## config.mk

```make
export PLATFORM = sky130hd
export DESIGN_NAME = ternary_semiosis_array
export DESIGN_NICKNAME = d
export VERILOG_FILES = /design/src/rtl/ternary_semiosis_array.sv
export SDC_FILE = /design/constraint.sdc
export NUM_CORES = 1
export LEC_CHECK = 0
export ABC_AREA = 1
export CORE_MARGIN = 10
export CORE_UTILIZATION = 47
export CTS_CLUSTER_SIZE = 14
export DETAILED_ROUTE_END_ITERATION = 12
export PLACE_DENSITY = 0.71
export SLEW_MARGIN = 15
export SYNTH_ARGS = -nofsm -noshare
export SYNTH_HDL_FRONTEND = slang
export SYNTH_SLANG_ARGS = --single-unit
```

## constraint.sdc

```tcl
create_clock -name clk -period 4.25 [get_ports clk]
set_input_delay 0.6375 -clock clk [delete_from_list [all_inputs] [get_ports clk]]
set_output_delay 0.6375 -clock clk [all_outputs]
set_load 0.03 [all_outputs]
```

## src/rtl/ternary_semiosis_array.sv

```systemverilog
// ternary_semiosis_array: CHANNELS independent ternary semiosis chains.
// A vector is loaded through a valid/ready input port, each chain steps
// until it converges, times out or was faulted at load, and the per-channel
// results are returned through a valid/ready output port.
module ternary_semiosis_array #(
  parameter int CHANNELS = 4,
  parameter int STABLE_N = 3,
  parameter int MAX_CYC  = 15,
  localparam int CW      = $clog2(MAX_CYC + 1)
) (
  input  logic                     clk,
  input  logic                     rst_n,
  input  logic                     in_valid,
  output logic                     in_ready,
  input  logic [2*CHANNELS-1:0]    in_object,
  input  logic [2*CHANNELS-1:0]    in_sign,
  output logic                     out_valid,
  input  logic                     out_ready,
  output logic [2*CHANNELS-1:0]    out_mediation,
  output logic [CHANNELS-1:0]      out_converged,
  output logic [CHANNELS-1:0]      out_timeout,
  output logic [CHANNELS-1:0]      out_fault,
  output logic [CW*CHANNELS-1:0]   out_cycles
);

  localparam int SW = $clog2(STABLE_N + 1);

  localparam logic [1:0] TRIT_ZERO  = 2'b01;
  localparam logic [1:0] TRIT_FAULT = 2'b11;

  typedef enum logic [1:0] {IDLE, RUN, DONE} state_t;

  state_t state;

  logic [CHANNELS-1:0][1:0]    obj_r, sign_r, interp_r;
  logic [CHANNELS-1:0][SW-1:0] stable_r;
  logic [CHANNELS-1:0][CW-1:0] steps_r;
  logic [CHANNELS-1:0]         fin_r, conv_r, tout_r, fault_r;

  logic [CHANNELS-1:0][1:0]    med_nx;
  logic [CHANNELS-1:0][SW-1:0] stable_nx;
  logic [CHANNELS-1:0][CW-1:0] steps_nx;
  logic [CHANNELS-1:0]         conv_hit, tout_hit, fin_nx;
  logic                        all_fin;

  // Majority of three trits; all-distinct resolves to zero.
  function automatic logic [1:0] maj3(input logic [1:0] a, input logic [1:0] b,
                                      input logic [1:0] c);
    if (a == b || a == c) return a;
    if (b == c)           return b;
    return TRIT_ZERO;
  endfunction

  // Candidate step results for every channel and the all-finished predicate.
  always_comb begin
    med_nx    = '0;
    stable_nx = '0;
    steps_nx  = '0;
    conv_hit  = '0;
    tout_hit  = '0;
    fin_nx    = '0;
    for (int unsigned c = 0; c < CHANNELS; c++) begin
      med_nx[c]    = maj3(obj_r[c], sign_r[c], interp_r[c]);
      steps_nx[c]  = steps_r[c] + CW'(1);
      stable_nx[c] = (med_nx[c] == interp_r[c]) ? stable_r[c] + SW'(1) : '0;
      conv_hit[c]  = (stable_nx[c] == SW'(STABLE_N));
      tout_hit[c]  = !conv_hit[c] && (steps_nx[c] == CW'(MAX_CYC));
      fin_nx[c]    = fin_r[c] | conv_hit[c] | tout_hit[c];
    end
    all_fin = &fin_nx;
  end

  // Control FSM plus per-channel chain registers.
  always_ff @(posedge clk or negedge rst_n) begin
    if (!rst_n) begin
      state    <= IDLE;
      obj_r    <= '0;
      sign_r   <= '0;
      interp_r <= {CHANNELS{TRIT_ZERO}};
      stable_r <= '0;
      steps_r  <= '0;
      fin_r    <= '0;
      conv_r   <= '0;
      tout_r   <= '0;
      fault_r  <= '0;
    end else begin
      case (state)
        IDLE: begin
          if (in_valid) begin
            for (int unsigned c = 0; c < CHANNELS; c++) begin
              obj_r[c]    <= in_object[2*c +: 2];
              sign_r[c]   <= in_sign[2*c +: 2];
              interp_r[c] <= TRIT_ZERO;
              stable_r[c] <= '0;
              steps_r[c]  <= '0;
              conv_r[c]   <= 1'b0;
              tout_r[c]   <= 1'b0;
              fault_r[c]  <= (in_object[2*c +: 2] == TRIT_FAULT) ||
                             (in_sign[2*c +: 2] == TRIT_FAULT);
              fin_r[c]    <= (in_object[2*c +: 2] == TRIT_FAULT) ||
                             (in_sign[2*c +: 2] == TRIT_FAULT);
            end
            state <= RUN;
          end
        end
        RUN: begin
          for (int unsigned c = 0; c < CHANNELS; c++) begin
            if (!fin_r[c]) begin
              sign_r[c]   <= interp_r[c];
              interp_r[c] <= med_nx[c];
              steps_r[c]  <= steps_nx[c];
              stable_r[c] <= stable_nx[c];
              fin_r[c]    <= fin_nx[c];
              conv_r[c]   <= conv_hit[c];
              tout_r[c]   <= tout_hit[c];
            end
          end
          if (all_fin) state <= DONE;
        end
        DONE: begin
          if (out_ready) state <= IDLE;
        end
        default: state <= IDLE;
      endcase
    end
  end

  // Output decode: fault channels report the fault code instead of the interpretant.
  always_comb begin
    out_mediation = '0;
    for (int unsigned c = 0; c < CHANNELS; c++) begin
      out_mediation[2*c +: 2] = fault_r[c] ? TRIT_FAULT : interp_r[c];
    end
  end

  assign in_ready      = (state == IDLE);
  assign out_valid     = (state == DONE);
  assign out_converged = conv_r;
  assign out_timeout   = tout_r;
  assign out_fault     = fault_r;
  assign out_cycles    = steps_r;

endmodule
```

# Word-level counts from Yosys, hierarchy flattened
# Index checks and enable logic that the tools add are counted.
# word_totals
reg_bits	66
latch_bits	0
ram_bits	0
rom_bits	0
out_inout_bits	38
n_memories	0
# classes
addsub	8
n_mul	0
div	0
n_lt_le_gt_ge	0
n_eq_ne	41
shifts	0
mux	81
bitwise_logic	8
n_reduce_logical	26
# op_table
operator	n
$mux W2	39
$pmux W8 S2	3
$eq A2 B2 Y1	16
$pmux W16 S2	1
$eq A2 B2 Y1 const B	13
$mux W1	24
$mux W4	6
$mux W8	3
$pmux W4 S2	3
$add A4 B1 Y4 const B	4
$eq A4 B4 Y1 const B	4
$mux W16	1
$reduce_and A3 Y1	5
$ne A2 B2 Y1 const B	6
$add A2 B1 Y2 const B	4
$logic_or A1 B1 Y1	8
$or A1 B1 Y1	8
$pmux W2 S3	1
$logic_and A1 B1 Y1	4
$logic_not A1 Y1	4
$reduce_and A2 Y1	2
$reduce_and A4 Y1	1
$eq A2 B1 Y1 const B	1
$logic_not A2 Y1	1
other kinds (2)	2

# Depth between registers and ports, before layout
# Gate-level depths: netlist of run 1.
# depth
ltp_word	15
ltp_mapped	16

# Worst setup path after synthesis of run 1
# Ideal clock, no wire load.
# synth_timing
path_type	flip-flop to flip-flop
start	register state[0]
end	register sign_r[3] (netlist name)
setup_ns	0.130
t_arrival_ns	1.713
required_ns	4.120
slack_ns	2.406
stages_incl_launch_ff	10
period_less_slack_ns	1.844
path_cell_list	dfrtp_1 nor2_1 inv_2 o21ai_1 nor2_1 buf_4 nor2_4 inv_2 o211ai_1 o21ai_0
# synth_via
elab_chain_cells	3
# synth_lines
item	line_no	text
from (decl)	33	state_t state;
from (signal assigned)	76	state <= IDLE;
from (signal assigned)	103	state <= RUN;
from (signal assigned)	118	if (all_fin) state <= DONE;
$logic_not A2 Y1 (*)	--	
named net in_ready	14	output logic in_ready,
$ne A2 B2 Y1 (no line) / $reduce_bool A2 Y1 (equally long branches)	--	
$reduce_and A3 Y1 (no line)	--	
to (signal, indexed assignment)	92	sign_r[c] <= in_sign[2*c +: 2];
to (signal, indexed assignment)	109	sign_r[c] <= interp_r[c];
to (decl)	35	logic [CHANNELS-1:0][1:0] obj_r, sign_r, interp_r;
# The timed path passes the listed nets; every way through them passes the cells marked *.
# A chain may end at the register's enable or synchronous reset.

==> metrics.md, run 1 <==
| Metric | Value |
|---|---|
| Status | `completed` |
| Worst rel slew slack | `0.392` |
| Gr usage total | `0.157` |
| CP Data Required Time | `between 4000 and 5000 ps` |
| Sequential-to-total area share from yosys stat | `0.442` |
| Clk sinks | `66` |
| Netlist cell types | `32` |
| CP Capture Type | `flip-flop` |
| Number of synthesized flops with an enable pin | `0` |
| Dominant cells by area after synthesis | `dfrtp_1 (41%), nand2_1 (15%), o21ai_0 (6.3%)` |
| Clock Latency Late Sink | `340 ps` |
| Port Buf Inserts | `57` |
| Nets@finish | `a little under 600` |
| Largest net degree at the start of global routing | `41` |
| Hold buffers post-CTS | `0` |
| Met2 WL | `between 4000 and 5000 um` |
| Initial antenna violation count | `0` |
| Layout area overhead | `23.9%` |
| Mapped Avg Cell Area | `~7.6 um^2` |
| Detail Placement HPWL | `just under 7000 um` |
| Min-Delay Path Class | `in -> async` |
| Mapped Area | `about 0.0037 mm^2` |
| LEAKAGE | `between 2 and 2.5 nW` |
| I/O pin count | `a little under 60` |
| Post-synth ARST share | `1.00` |
| Root Buffer | `clkbuf_8` |
| Final-report setup violation count | `0` |
| Chip width | `roughly 110 um` |
| Final Max Tran Viols | `0` |
| RSZ-0062 raised after global routing | `no` |
| Critical-path maximum fanout | `18` |
| Total power | `around 3.9 mW` |
| Startpoint Class | `input port` |
| Fillers | `between 700 and 800` |
| Resized cells post-CTS | `0` |
| Routed wl met3 | `approximately 620 um` |
| Via density | `5.18` |
| Number of synthesized register bits | `between 60 and 70` |
| Most frequent cells after synthesis | `nand2_1 (151), dfrtp_1 (62), inv_1 (53)` |
| Clock transition at path regs | `70 ps` |
| Drt total wl | `8970 um` |
| Post-CTS Setup Bufs | `0` |
| Total Neg Setup Slack | `0 ps` |
| Cts bufs inserted | `9` |
| DRT met1 WL | `slightly below 4000 um` |
| Primary FF master, synth | `dfrtp_1` |
| MaxCap Viol Count | `0` |
| Cell Rows | `32` |
| Die Y | `roughly 110 um` |
| Initial DRC count | `~100` |
| CP arrival | `approximately 2700 ps` |
| RD Place Congestion | `0.881` |
| Final period demand of the worst path | `approximately 2400 ps` |
| Final count of hold timing violations | `0` |
| Core Area | `0.00773 mm^2` |
| Largest area contributor in the netlist | `dfrtp_1` |
| F_max | `approximately 410 MHz` |
| Crit Path Class | `in -> reg` |
| Most common cell in the netlist | `nand2_1` |
| Worst Clk Skew | `6.21 ps` |
| Ys Warns | `0` |
| Fraction of layout instances using a drive strength above 1 | `0.110` |
| Top sig layer | `met4` |
| Final period utilization | `0.573` |
| Ant diodes | `0` |
| Max rail drop VDD | `382 uV` |
| Share of the synthesized area in the top cell type | `0.414` |
| CTS tree | `yes` |
| Vias | `3442` |
| Vias in the first global route | `between 3000 and 4000` |
| Pre-antenna DRT Iters | `4` |
| Cell count after synthesis | `a little under 500` |
| Drt drc | `0` |
| Maximum root-to-sink buffer count | `2` |
| Post-synth net total | `approximately 520` |
| WL per Instance | `between 10 and 15 um` |
| DIE AREA | `0.0119 mm^2` |
| Initial Utilization | `0.485` |
| First-pass GRT wire length | `between 15000 and 20000 um` |
| Post-route antenna net violation count | `0` |
| H-Tree Level Count | `3` |
| GRT Residual Overflow | `0` |
| Tightest Pin Transition | `between 900 and 1000 ps` |
| Pwr per Cell Area | `around 830 mW/mm^2` |
flip-flops by register name (all words and copies together), names as in the netlist:
signal         flops
fin_r              4
interp_r           8
obj_r              8
out_converged      4
out_cycles        16
out_fault          4
out_timeout        4
sign_r             8
stable_r           8
state              2
power breakdown:
part,internal (mW),total (mW),switching (mW)
clock network,0.336,0.570,0.233
registers,0.877,1.10,0.225
logic,0.745,2.20,1.46
cell families (layout without fill, tap and decap cells):
kind of cell,after synthesis,count (layout),share of synthesized area
AO/OA/AOI/OAI,80,80,0.122
XOR/XNOR,11,11,0.0257
adder cells (fa/ha/maj),8,8,0.0267
buffers and inverters,70,140,0.0735
flip-flops,66,66,0.442
AND/OR/NAND/NOR,258,258,0.310
metrics by stage:
step / instance area (um^2) / hold WS [ps] / setup WS, ps / utilization / cells
floorplan: 3750 / 342 / 2410 / - / 493
global placement: 4430 / 461 / 1590 / 0.573 / 649
detailed placement: 4430 / 465 / 1490 / 0.573 / 649
CTS: 4640 / 456 / 1840 / 0.601 / 665
global route: 4640 / 487 / 1630 / 0.601 / 665
finish: 4640 / 419 / 1820 / 0.601 / 665
worst max-delay path, stage by stage:
cell and delay [ps]:
clkdlybuf4s50_1 450, inv_1 40, nand2_1 70, o21ai_1 110, nor2_2 610, buf_4 320, nor2_4 70, inv_2 140
o211ai_1 100, o21ai_0 120
final timing paths:
| check | startpoint | to | slack (ps) | cells past startpoint |
|---|---|---|---|---|
| setup / recovery | out_ready | sign_r[3] | 1820 | 10 |
| hold / removal | rst_n | out_fault[2] | 420 | 1 |
| setup reg to reg | state[1] | sign_r[3] | 2100 | 10 |
| hold reg to reg | stable_r[7] | stable_r[7] | 480 | 2 |
| max in group asynchronous | rst_n | interp_r[0] | 2910 | 2 |
| min in group clk | stable_r[7] | stable_r[7] | 480 | 2 |
final cells by class:
class	instances	area (um^2)	area share
sequential	66	1660	0.357
clock inverter	1	30.0	0.00647
multi-input combinational	357	1820	0.391
tap	102	128	0.0275
clock buffer	15	186	0.0402
timing repair buffer	59	581	0.125
inverter	65	244	0.0526
routing by layer:
| layer | vias up | global-route usage |
|---|---|---|
| met1 | 1621 | 0.193 |
| met3 | 8 | 0.0448 |
| li1 | 1732 | - |
| met4 | 0 | 0.0493 |
| met5 | - | 0 |
| met2 | 81 | 0.261 |
layout by cell type, fill, tap and decap left out, types with 5 or more instances in the layout:
cell,instances
a21oi_1,5
o21ai_1,8
nand4_1,6
nor2_1,29
inv_2,12
clkbuf_8,13
nand3_1,35
nand2_1,151
xnor2_1,7
dfrtp_1,62
clkdlybuf4s50_1,56
o21ai_0,47
inv_1,53
nor2_2,6
nand2_2,16
ha_1,8
o211ai_1,8
(Power assumes the default switching activity.)
==> run 2: changes to the inputs <==
--- a/config.mk
+++ b/config.mk
@@ -10,7 +10,7 @@
 export CORE_UTILIZATION = 47
 export CTS_CLUSTER_SIZE = 14
 export DETAILED_ROUTE_END_ITERATION = 12
-export PLACE_DENSITY = 0.71
+export PLACE_DENSITY = 0.74
 export SLEW_MARGIN = 15
 export SYNTH_ARGS = -nofsm -noshare
 export SYNTH_HDL_FRONTEND = slang
==> constraint.sdc (replaced) <==
create_clock -name clk -period 2.1 [get_ports clk]
set_input_delay 0.315 -clock clk [delete_from_list [all_inputs] [get_ports clk]]
set_output_delay 0.315 -clock clk [all_outputs]
set_load 0.03 [all_outputs]
==> run 2 against run 1 <==
Against the previous run: critical path depth is 8 lower; via count decreased by 2.0%; clock-buffer cell count is 4 lower; sequential cell count is the same; clock power rose by 82%; utilization grew 0.55 points; first-iteration DRC count up 77%; cell area is 0.92% higher; setup slack worse by 1700 ps; worst hold slack better by 69 ps; combinational power rose by 110%; largest power group unchanged; power up 100%.
==> metrics.md, run 2 (synthesis results as in run 1) <==
| Metric | Value |
|---|---|
| Reg2reg start | `interp_r[6] (was state[1])` |
| Maximum root-to-sink buffer count | `2 (unchanged)` |
| Final period demand of the worst path | `1960 ps` |
| RD Place Congestion | `0.841 (was 0.881)` |
| WL per Instance | `13.4 um (was 13.5 um)` |
| I/O pin count | `58 (unchanged)` |
| CP Capture Type | `output pin (was flip-flop)` |
| Gr usage total | `0.157 (about the same)` |
| Fin worst setup slack | `139 ps (was 1820 ps)` |
| Core Area | `0.00773 mm^2 (unchanged)` |
| Sw power | `3.89 mW (was 1.91 mW)` |
| Total Neg Setup Slack | `0 ps (unchanged)` |
| LEAKAGE | `2.23 nW (was 2.21 nW)` |
| Cts bufs inserted | `9 (unchanged)` |
| Worst rel slew slack | `0.495 (was 0.392)` |
| Final period utilization | `0.934` |
| Pre-antenna DRT Iters | `4 (unchanged)` |
| Hold path startpoint | `out_timeout[0]` |
| Pre-CTS setup slack | `115 ps (was 1490 ps)` |
| Final-report setup violation count | `0 (unchanged)` |
| Min-Delay Path Class | `reg -> reg (was in -> async)` |
| DIE AREA | `0.0119 mm^2 (unchanged)` |
| Vias in the first global route | `3129 (was 3304)` |
| Cell Rows | `32 (unchanged)` |
| Vias | `3374 (was 3442)` |
| Max rail drop VDD | `710 uV (was 382 uV)` |
| Max FFs per register | `16 (unchanged)` |
| Reg2reg end | `state[1] (was sign_r[3])` |
| MaxCap Viol Count | `0 (unchanged)` |
| Status | `completed (unchanged)` |
| GRT Residual Overflow | `0 (unchanged)` |
| Final count of hold timing violations | `0 (unchanged)` |
| Final Max Tran Viols | `0 (unchanged)` |
| Initial Utilization | `0.485 (unchanged)` |
| Port Buf Inserts | `57 (unchanged)` |
| Most common cell after layout, fill and taps aside | `nand2_1 (unchanged)` |
| Tightest Pin Transition | `756 ps (was 911 ps)` |
| H-Tree Level Count | `3 (unchanged)` |
| Layout area overhead | `25.1% (was 23.9%)` |
| Drt drc | `0 (unchanged)` |
| Root Buffer | `clkbuf_8 (unchanged)` |
| Clk sinks | `66 (unchanged)` |
| Sw Ratio | `0.499 (was 0.494)` |
| Hold depth | `2` |
| Via density | `5.04 (was 5.18)` |
| RSZ-0062 raised after global routing | `no (unchanged)` |
| Crit Path Class | `reg -> out (was in -> reg)` |
| Crit path from | `state[0] (was out_ready)` |
| Total power | `7.80 mW (was 3.87 mW)` |
| Initial antenna violation count | `0 (unchanged)` |
| CP arrival | `1650 ps (was 2680 ps)` |
| Drt total wl | `8960 um (was 8970 um)` |
| R2R Setup Slk | `270 ps (was 2100 ps)` |
| R2R depth | `13 (was 10)` |
| Hold EP | `out_timeout[0]` |
| Nets@finish | `590 (was 586)` |
| F_max | `around 510 MHz` |
| Clock power frac | `0.133 (was 0.147)` |
| Combinational power share | `0.582 (was 0.568)` |
| Fin area | `0.00468 mm^2 (was 0.00464 mm^2)` |
| Initial DRC count | `184 (was 104)` |
| Sequential share of power | `0.285 (about the same)` |
| Startpoint Class | `flip-flop (was input port)` |
| Chip width | `109 um (unchanged)` |
| Clock Latency Late Sink | `340 ps (about the same)` |
| Most frequent cells in the layout | `nand2_1 (151), dfrtp_1 (62), inv_1 (53) (was nand2_1 (151), dfrtp_1 (62), clkdlybuf4s50_1 (56))` |
| Placed cell area | `0.00447 mm^2 (was 0.00443 mm^2)` |
| CTS tree | `yes (unchanged)` |
| Worst Clk Skew | `10.7 ps (was 6.21 ps)` |
| Fraction of layout instances using a drive strength above 1 | `0.115 (was 0.110)` |
| CP Data Required Time | `1780 ps (was 4500 ps)` |
| Post-route antenna net violation count | `0 (unchanged)` |
| Detail Placement HPWL | `6680 um (was 6820 um)` |
| First-pass GRT wire length | `15300 um (was 15200 um)` |
| WHS | `488 ps (was 419 ps)` |
| Die Y | `109 um (unchanged)` |
| Pwr per Cell Area | `1670 mW/mm^2 (was 834 mW/mm^2)` |
| Largest net degree at the start of global routing | `67 (was 41)` |
| Ant diodes | `0 (unchanged)` |
| Critical-path maximum fanout | `3 (was 18)` |
| Internal Pwr Total | `3.91 mW (was 1.96 mW)` |
| Clock transition at path regs | `80 ps (was 70 ps)` |
-- run 2: cell types whose count changed in the layout (fill, tap and decap cells not counted), sizes merged --
cell	change
clkdlybuf4s50	-4
clkinvlp	+2
dlymetal6s2s	+4
clkbuf	-4
buf	+3
dlygate4sd3	+1
clkinv	+2
-- run 2: metrics by stage --
stage               instances  utilization
finish                    669        0.606
global route              669        0.606
CTS                       669        0.604
detailed placement        652        0.579
global placement          652        0.579
floorplan                 493            -
-- run 2: worst max-delay path: stages, from the launching register on --
cell and delay (ps):
dfrtp_1 390, nor2_1 190, clkdlybuf4s50_1 730
-- run 2: worst max path at each step --
stage / end / slack, ps / depth (start not counted)
floorplan: sign_r[3] / 260 / 9
global placement: sign_r[5] / 180 / 10
detailed placement: sign_r[6] / 120 / 8
CTS: out_mediation[0] / 10 / 3
global route: in_ready / 30 / 2
finish: in_ready / 140 / 2
-- run 2: cell type report --
type	count	area, um^2
Sequential cell	66	1660
Timing Repair Buffer	63	648
Clock buffer	11	131
Fill cell	674	3040
Inverter	65	244
Clock inverter	5	55.1
Tap cell	102	128
Multi-Input combinational cell	357	1820
-- run 2: power by group through the flow --
stage	Combinational, mW	Clock, mW	Sequential, mW
final	4.54	1.04	2.23
after global routing	5.13	1.10	2.31
after CTS	4.56	1.04	2.22
after detailed placement	4.54	0	2.24
after global placement	4.41	0	2.24
after floorplan	3.02	0	2.43
-- run 2: layer usage --
metal  track usage  vias up  routed length (um)
li1              -     1732                   -
met1         0.208     1565                4070
met2         0.247       66                4280
met3        0.0366       11                 506
met4        0.0530        0                  99
met5             0        -                   0
-- run 2: timing repair --
| item | 4_1_cts | 5_1_grt |
|---|---|---|
| hold buffers | 1 | 0 |
| setup endpoints to repair | 0 | 5 |
| gates resized for setup | 0 | 5 |
| endpoints found under the hold margin | 10 | 0 |
| buffers inserted | 0 | 0 |
==> run 3: changes to the inputs <==
--- a/config.mk
+++ b/config.mk
@@ -8,6 +8,7 @@
 export ABC_AREA = 1
 export CORE_MARGIN = 10
 export CORE_UTILIZATION = 47
+export CTS_BUF_LIST = sky130_fd_sc_hd__clkbuf_4 sky130_fd_sc_hd__clkbuf_8
 export CTS_CLUSTER_SIZE = 14
 export DETAILED_ROUTE_END_ITERATION = 12
 export PLACE_DENSITY = 0.74
==> run 3 against run 2 <==
Against the previous run: sequential share of layout area fell by 0.057 points; first-iteration DRC count fell by 3.8%; final cell count did not move; via count rose by 1.2%; fmax rose by 0.18%; critical endpoint unchanged; largest cell class unchanged.
==> metrics.md, run 3 (synthesis results as in run 1) <==
| Metric | Value |
|---|---|
| Status | `completed (unchanged)` |
| RSZ-0062 raised after global routing | `no (unchanged)` |
| Final-report setup violation count | `0 (unchanged)` |
| Cts bufs inserted | `9 (unchanged)` |
| Core Area | `0.00773 mm^2 (unchanged)` |
| RD Place Congestion | `0.841 (unchanged)` |
| Initial Utilization | `0.485 (unchanged)` |
| Post-route antenna net violation count | `0 (unchanged)` |
| Layout area overhead | `25.3% (was 25.1%)` |
| Chip width | `109 um (unchanged)` |
| GRT Residual Overflow | `0 (unchanged)` |
| Clk sinks | `66 (unchanged)` |
| Max FFs per register | `16 (unchanged)` |
| Vias in the first global route | `3126 (was 3129)` |
| Startpoint Class | `flip-flop (unchanged)` |
| Critical-path maximum fanout | `3 (unchanged)` |
| DIE AREA | `0.0119 mm^2 (unchanged)` |
| Cell Rows | `32 (unchanged)` |
| Root Buffer | `clkbuf_8 (unchanged)` |
| Final period demand of the worst path | `1960 ps (about the same)` |
| Clock transition at path regs | `80 ps (about the same)` |
| H-Tree Level Count | `3 (unchanged)` |
| WL per Instance | `13.4 um (about the same)` |
| Detail Placement HPWL | `6680 um (unchanged)` |
| GRT met3 Usage | `0.0366 (unchanged)` |
| Ant diodes | `0 (unchanged)` |
| Drt total wl | `8970 um (was 8960 um)` |
| LEAKAGE | `2.23 nW (about the same)` |
| Vias | `3414 (was 3374)` |
| Die Y | `109 um (unchanged)` |
| CP arrival | `1640 ps (was 1650 ps)` |
| Port Buf Inserts | `57 (unchanged)` |
| Fillers | `675 (was 674)` |
| Largest net degree at the start of global routing | `67 (unchanged)` |
| Drt drc | `0 (unchanged)` |
| Met1 GRT Util | `0.207 (was 0.208)` |
| CTS tree | `yes (unchanged)` |
| Tightest Pin Transition | `756 ps (about the same)` |
| Final count of hold timing violations | `0 (unchanged)` |
| Final Max Tran Viols | `0 (unchanged)` |
| Gr usage total | `0.157 (unchanged)` |
| Busiest grt layer | `met2 (unchanged)` |
| Via density | `5.10 (was 5.04)` |
| Worst rel slew slack | `0.495 (about the same)` |
| First-pass GRT wire length | `15300 um (unchanged)` |
| Maximum root-to-sink buffer count | `2 (unchanged)` |
| I/O pin count | `58 (unchanged)` |
| Worst Clk Skew | `10.6 ps (was 10.7 ps)` |
| Pre-antenna DRT Iters | `4 (unchanged)` |
| Clock Latency Late Sink | `340 ps (about the same)` |
| Initial DRC count | `177 (was 184)` |
| F_max | `511 MHz (was 510 MHz)` |
| Crit Path Class | `reg -> out (unchanged)` |
| Max rail drop VDD | `709 uV (was 710 uV)` |
| WHS | `488 ps (about the same)` |
| Nets@finish | `590 (unchanged)` |
| MaxCap Viol Count | `0 (unchanged)` |
| Initial antenna violation count | `0 (unchanged)` |
| Most frequent cells in the layout | `nand2_1 (151), dfrtp_1 (62), inv_1 (53) (unchanged)` |
| Fraction of layout instances using a drive strength above 1 | `0.118 (was 0.115)` |
| CP Data Required Time | `1780 ps (about the same)` |
| CP Capture Type | `output pin (unchanged)` |
| Pwr per Cell Area | `1670 mW/mm^2 (about the same)` |
| Min-Delay Path Class | `reg -> reg (unchanged)` |
| Total Neg Setup Slack | `0 ps (unchanged)` |
| Final period utilization | `0.932 (was 0.934)` |
| GR Layer Usage met2 | `0.248 (was 0.247)` |
| Most common cell after layout, fill and taps aside | `nand2_1 (unchanged)` |
-- run 3: layer usage --
| layer | vias to the layer above | share of wire |
|---|---|---|
| li1 | 1735 | - |
| met1 | 1594 | 0.45 |
| met2 | 73 | 0.48 |
| met3 | 12 | 0.053 |
| met4 | 0 | 0.014 |
| met5 | - | 0 |
-- run 3: final timing paths --
path,from,endpoint,slack (ps),cells past startpoint
max reg2reg,interp_r[6],state[1],270,13
max in group asynchronous,rst_n,interp_r[6],1250,3
min reg2reg,out_timeout[0],out_timeout[0],490,2
min,out_timeout[0],out_timeout[0],490,2
min in group asynchronous,rst_n,interp_r[5],520,3
max,state[0],in_ready,140,2
-- run 3: power breakdown --
part / internal, mW / switching, mW
Sequential: 1.77 / 0.451
Clock: 0.571 / 0.485
Combinational: 1.59 / 2.95
-- run 3: what timing repair did --
item,4_1_cts,5_1_grt
resized for setup,0,5
hold endpoints to repair,10,0
hold buffers,1,0
buffers inserted,0,0
endpoints found under the setup margin,0,5
-- run 3: per-stage QoR --
stage	setup slack, ps	power, mW	cells	area, um^2	utilization
after detailed placement	115	6.78	652	4470	0.579
after CTS	9.45	7.85	669	4680	0.605
final	142	7.82	669	4690	0.607
after floorplan	256	5.45	493	3750	-
after global routing	25.8	8.57	669	4690	0.607
after global placement	177	6.65	652	4470	0.579
-- run 3: worst max-delay path, stage by stage, from the launching register on --
cell and delay, ps:
dfrtp_1 390, nor2_1 190, clkdlybuf4s50_1 730
-- run 3: cell type report --
class                      count  area (um^2)  area share
timing repair buffer          63          648       0.138
tap                          102          128      0.0272
sequential                    66         1660       0.353
clock buffer                  11          139      0.0296
multi-input combinational    357         1820       0.388
inverter                      65          244      0.0520
clock inverter                 5         55.1      0.0117
